[src/rtl/fifo_pkg.sv]
// fifo_pkg: shared sizes and pointer type for the
// single-clock fall-through FIFO.
package fifo_pkg;

  localparam int DATA_SIZE = 8;
  localparam int ADDR_SIZE = 5;
  localparam int DEPTH     = 2 ** ADDR_SIZE;

  typedef logic [ADDR_SIZE:0] ptr_t;

endpackage

[src/rtl/fifo_mem.sv]
// fifo_mem: register-file storage, sync write,
// async read, async clear.
module fifo_mem
  import fifo_pkg::*;
#(
  parameter int data_Size    = DATA_SIZE,
  parameter int address_Size = ADDR_SIZE
) (
  input  logic                    w_Clk,
  input  logic                    w_Rst,
  input  logic                    w_En,
  input  logic [address_Size-1:0] w_Addr,
  input  logic [data_Size-1:0]    w_Data,
  input  logic [address_Size-1:0] r_Addr,
  output logic [data_Size-1:0]    r_Data
);

  localparam int Depth = 2 ** address_Size;

  logic [data_Size-1:0] mem [Depth];

  always_ff @(posedge w_Clk or negedge w_Rst) begin
    if (!w_Rst) begin
      for (int i = 0; i < Depth; i++)
        mem[i] <= '0;
    end else if (w_En) begin
      mem[w_Addr] <= w_Data;
    end
  end

  assign r_Data = mem[r_Addr];

endmodule

[src/rtl/async_fifo.sv]
// async_fifo: single-clock fall-through FIFO; wrap-bit
// pointers distinguish full from empty.
module async_fifo
  import fifo_pkg::*;
#(
  parameter int data_Size    = DATA_SIZE,
  parameter int address_Size = ADDR_SIZE
) (
  input  logic                 w_Clk,
  input  logic                 w_Rst,
  input  logic                 w_Inc,
  input  logic [data_Size-1:0] write_Data,
  input  logic                 r_Inc,
  output logic [data_Size-1:0] read_Data,
  output logic                 fifo_Full,
  output logic                 fifo_Empty
);

  localparam int A = address_Size;

  logic [A:0] wr_ptr;
  logic [A:0] rd_ptr;
  logic       wr_en;
  logic       rd_en;

  assign fifo_Empty = (wr_ptr == rd_ptr);
  assign fifo_Full  = (wr_ptr[A] != rd_ptr[A]) &&
                      (wr_ptr[A-1:0] == rd_ptr[A-1:0]);

  // Gated by pre-edge flags, so full+both pops only,
  // empty+both pushes only.
  assign wr_en = w_Inc && !fifo_Full;
  assign rd_en = r_Inc && !fifo_Empty;

  always_ff @(posedge w_Clk or negedge w_Rst) begin
    if (!w_Rst) begin
      wr_ptr <= '0;
      rd_ptr <= '0;
    end else begin
      if (wr_en)
        wr_ptr <= wr_ptr + {{A{1'b0}}, 1'b1};
      if (rd_en)
        rd_ptr <= rd_ptr + {{A{1'b0}}, 1'b1};
    end
  end

  fifo_mem #(
    .data_Size   (data_Size),
    .address_Size(address_Size)
  ) u_mem (
    .w_Clk (w_Clk),
    .w_Rst (w_Rst),
    .w_En  (wr_en),
    .w_Addr(wr_ptr[A-1:0]),
    .w_Data(write_Data),
    .r_Addr(rd_ptr[A-1:0]),
    .r_Data(read_Data)
  );

endmodule

[config.mk]
export PLATFORM = sky130hd
export DESIGN_NAME = async_fifo
export DESIGN_NICKNAME = d
export VERILOG_FILES = /design/src/rtl/fifo_pkg.sv /design/src/rtl/fifo_mem.sv /design/src/rtl/async_fifo.sv
export SDC_FILE = /design/constraint.sdc
export NUM_CORES = 1
export LEC_CHECK = 0
export BUFFER_PORTS_ARGS = -buffer_cell sky130_fd_sc_hd__buf_4
export CAP_MARGIN = 10
export CORE_MARGIN = 3
export CORE_UTILIZATION = 57
export DETAILED_ROUTE_END_ITERATION = 8
export PLACE_DENSITY_LB_ADDON = 0.2
export SLEW_MARGIN = 5
export SYNTH_ARGS = -nofsm -noshare
export SYNTH_HDL_FRONTEND = slang
export SYNTH_SLANG_ARGS = --single-unit
[constraint.sdc]
create_clock -name w_Clk -period 2.2 [get_ports w_Clk]
set_input_delay 0.11 -clock w_Clk [delete_from_list [all_inputs] [get_ports w_Clk]]
set_output_delay 0.11 -clock w_Clk [all_outputs]
set_load 0.01 [all_outputs]
==> run_results.csv <==
group,metric,value,unit
hold_path,worstHoldPathCells,2,
synthesis,netlist_top_cells_area,"dfrtp_1 (54%), mux2_2 (24%), mux4_2 (11%), mux4_1 (3.6%), nand3_2 (1.5%)",
routing,vias_per_cell,6.359,
routing,dr.pass1.iters,4,
synthesis,synth_xor_area_share,1.054,%
worst_setup_path,r2r_end,"u_mem.mem[168]",
worst_setup_path,r2r_cells,11,
timing,rsz0062_at_grt,"true",
synthesis,syn-mean-instance-area,16.45,um^2
clocking,cts_num_sinks,268,
die,start_util,58.57,%
synthesis,ys_ff_latch,268,
die,core,0.02129,mm^2
clocking,clkLatencyLatePin,540,ps
synthesis,syn_nets,775,
die,dieArea,0.02368,mm^2
routing,drc,0,
synthesis,netlist_instances,758,
global_routing,overflow,0,
worst_setup_path,cp_num_buf_inv,3,
synthesis,synth_top_family_by_area,"multiplexers",
worst_setup_path,cp_max_fo,6,
global_routing,grtUsageMet2,39.48,%
worst_setup_path,arrival,2810,ps
die,fp-row-count,53,
synthesis,ys_dominant_reg_cell,"dfrtp_1",
timing,hold_slack,125.9,ps
die,die_w,153.9,um
worst_setup_path,slowest_stage,"mux4_2",
power_and_ir_drop,powerDensity,1483,mW/mm^2
worst_setup_path,crit_chain,"clkbuf_16, clkbuf_16, mux4_2, mux4_2, mux2_4, buf_6",
worst_setup_path,crit_start,"rd_ptr[0]",
timing,slew_headroom,40.14,%
synthesis,synth_edf_count,0,
timing,setup_slack,-724.7,ps
outcome,status,"finished, violations left",
hold_path,worstHoldPathType,"in -> reg",
synthesis,mappedNetlistArea,0.01247,mm^2
timing,finalSetupViolCount,270,
synthesis,synth_top_area_cell,"dfrtp_1",
clocking,clk_pin_slew,70,ps
worst_setup_path,cp-end-kind,"primary output",
power_and_ir_drop,irDropWorstVdd,0.8366,mV
worst_setup_path,worstSetupPathType,"reg -> out",
global_routing,grt_pass1_vias,7587,
clocking,cts-root-buf,"clkbuf_16",
placement,port-buffer-count,21,
global_routing,grt_use_met3,4.025,%
power_and_ir_drop,fin_total_pwr,22.67,mW
clocking,htree_num_levels,1,
placement,pre_cts_slack,-238.5,ps
global_routing,grtUsageTotal,24.75,%
power_and_ir_drop,power.leakage,7.267,nW
global_routing,grt_start_max_net_pins,79,
synthesis,ys_types,27,
synthesis,yosysWarnings,0,
die,die_h,153.9,um
hold_path,holdPathEnd,"u_mem.mem[20]",
synthesis,yosys-top-cells-count,"dfrtp_1 (268), mux2_2 (266), mux4_2 (63)",
layout,drive_gt1_share,60.14,%
outcome,violations,"negative setup slack",
worst_setup_path,r2r_slack,-370,ps
placement,place.gp.congestion,0.8452,
layout,area_growth,22.68,%
worst_setup_path,path_delay_family,"multiplexers",
routing,dr.first_iter.drc_count,479,
worst_setup_path,required,2090,ps
synthesis,seq_area_frac_synth,53.79,%
timing,hold_viol,0,
worst_setup_path,r2r-start,"rd_ptr[0]",
global_routing,grt_util_met1,36.54,%
global_routing,grt.busiest_layer,"met2",
clocking,cts_inserted_buffers,27,
timing,timing.setup.tns,-75570,ps
worst_setup_path,max_stage_delay,560,ps
hold_path,worstHoldStart,"write_Data[4]",
synthesis,synth_compound_area_share,0.1104,%
timing,slew_viol_final,0,
timing,skew,14.29,ps
worst_setup_path,start_kind,"flop",
clocking,cts_tree,"built",
clocking,clockBufferDepth,3,
placement,hpwlAfterDp,18.29,mm
synthesis,synth_most_common_cell,"dfrtp_1",
routing,via_count,7109,
die,io-pin-count,22,
timing,period_minus_slack,2925,ps
synthesis,synth_simple_gate_area_share,3.332,%
synthesis,synthMuxAreaShare,38.99,%
timing,tightest_slew,894.6,ps
synthesis,yosysTopAreaCellShare,53.79,%
routing,routed_wl,30.80,mm
global_routing,grt_antenna_before_repair,0,
routing,wl_per_cell,27.55,um
layout,diodes,0,
layout,nets,839,
synthesis,async_flop_share,100.0,%
synthesis,synthAdderAreaFrac,0.5018,%
routing,drtAntennaViolNets,0,
timing,fin_crit_sh,132.9,%
flow_run,maxCapViolations,0,
global_routing,grt_pass1_wl,45.41,mm
timing,timing.fmax,341.9,MHz
-- report_power, final --
part           total, mW  leakage, nW  internal, mW  switching [mW]
clock network       4.67        0.464          2.74            1.94
registers           8.22         3.47          7.02            1.20
logic               9.78         3.33          5.87            3.91
-- layout by cell type (no fill, tap or decap), types with 5 or more instances in the layout --
master,instances
nand3_4,21
xnor2_1,7
mux4_1,9
ha_1,5
nand2_1,6
dfrtp_1,266
buf_6,17
mux4_2,71
nand2_2,5
mux2_2,160
clkbuf_16,35
buf_4,36
clkbuf_8,14
mux2_4,106
xor2_1,8
buf_12,22
-- through the flow --
| step | util (%) | cell area [um^2] | instances |
|---|---|---|---|
| after floorplan | - | 12470 | 758 |
| after global placement | 62.59 | 13320 | 1046 |
| after detailed placement | 62.59 | 13320 | 1046 |
| after CTS | 68.03 | 14480 | 1100 |
| after global routing | 71.85 | 15290 | 1118 |
| final | 71.85 | 15290 | 1118 |
-- routing by layer --
layer | vias up | wire [um] | share of wire [%]
li1 | 2991 | - | -
met1 | 3894 | 13410 | 44
met2 | 180 | 14980 | 49
met3 | 44 | 1653 | 5.4
met4 | 0 | 748 | 2.4
met5 | - | 0 | 0
-- sequential cells by signal, indices dropped and copies added (netlist names) --
| register | flops |
|---|---|
| wr_ptr | 6 |
| u_mem.mem | 256 |
| rd_ptr | 6 |
-- worst max-delay path by stage --
stage                    endpoint  cells after the start
finish               read_Data[2]                      6
CTS                  read_Data[6]                      5
floorplan            read_Data[0]                      5
global route         read_Data[2]                      6
detailed placement  u_mem.mem[34]                     10
global placement    u_mem.mem[32]                     10
-- logic make-up after synthesis --
kind of cell,count (synthesis)
mux,346
flops,268
simple gates,63
buf+inv,59
xor+xnor,15
fa+ha+maj,5
compound gates,2
-- area by class of cell --
| class | count | area (um^2) |
|---|---|---|
| clock buffer | 45 | 883.3 |
| clock inverter | 5 | 40.04 |
| fill | 1259 | 5992 |
| inverter | 4 | 15.01 |
| multi-input combinational | 431 | 6096 |
| sequential | 268 | 6711 |
| tap | 275 | 344.1 |
| timing repair buffer | 90 | 1205 |
-- timing repair --
action | in CTS | in global routing
setup endpoints to repair | 267 | 269
resized for setup | 48 | 136
cloned | 0 | 10
hold endpoints to repair | 78 | 0
buffers inserted | 1 | 8
hold buffers | 3 | 0
pin swaps | 2 | 2
Note: power is estimated with default switching activity, not from simulation.
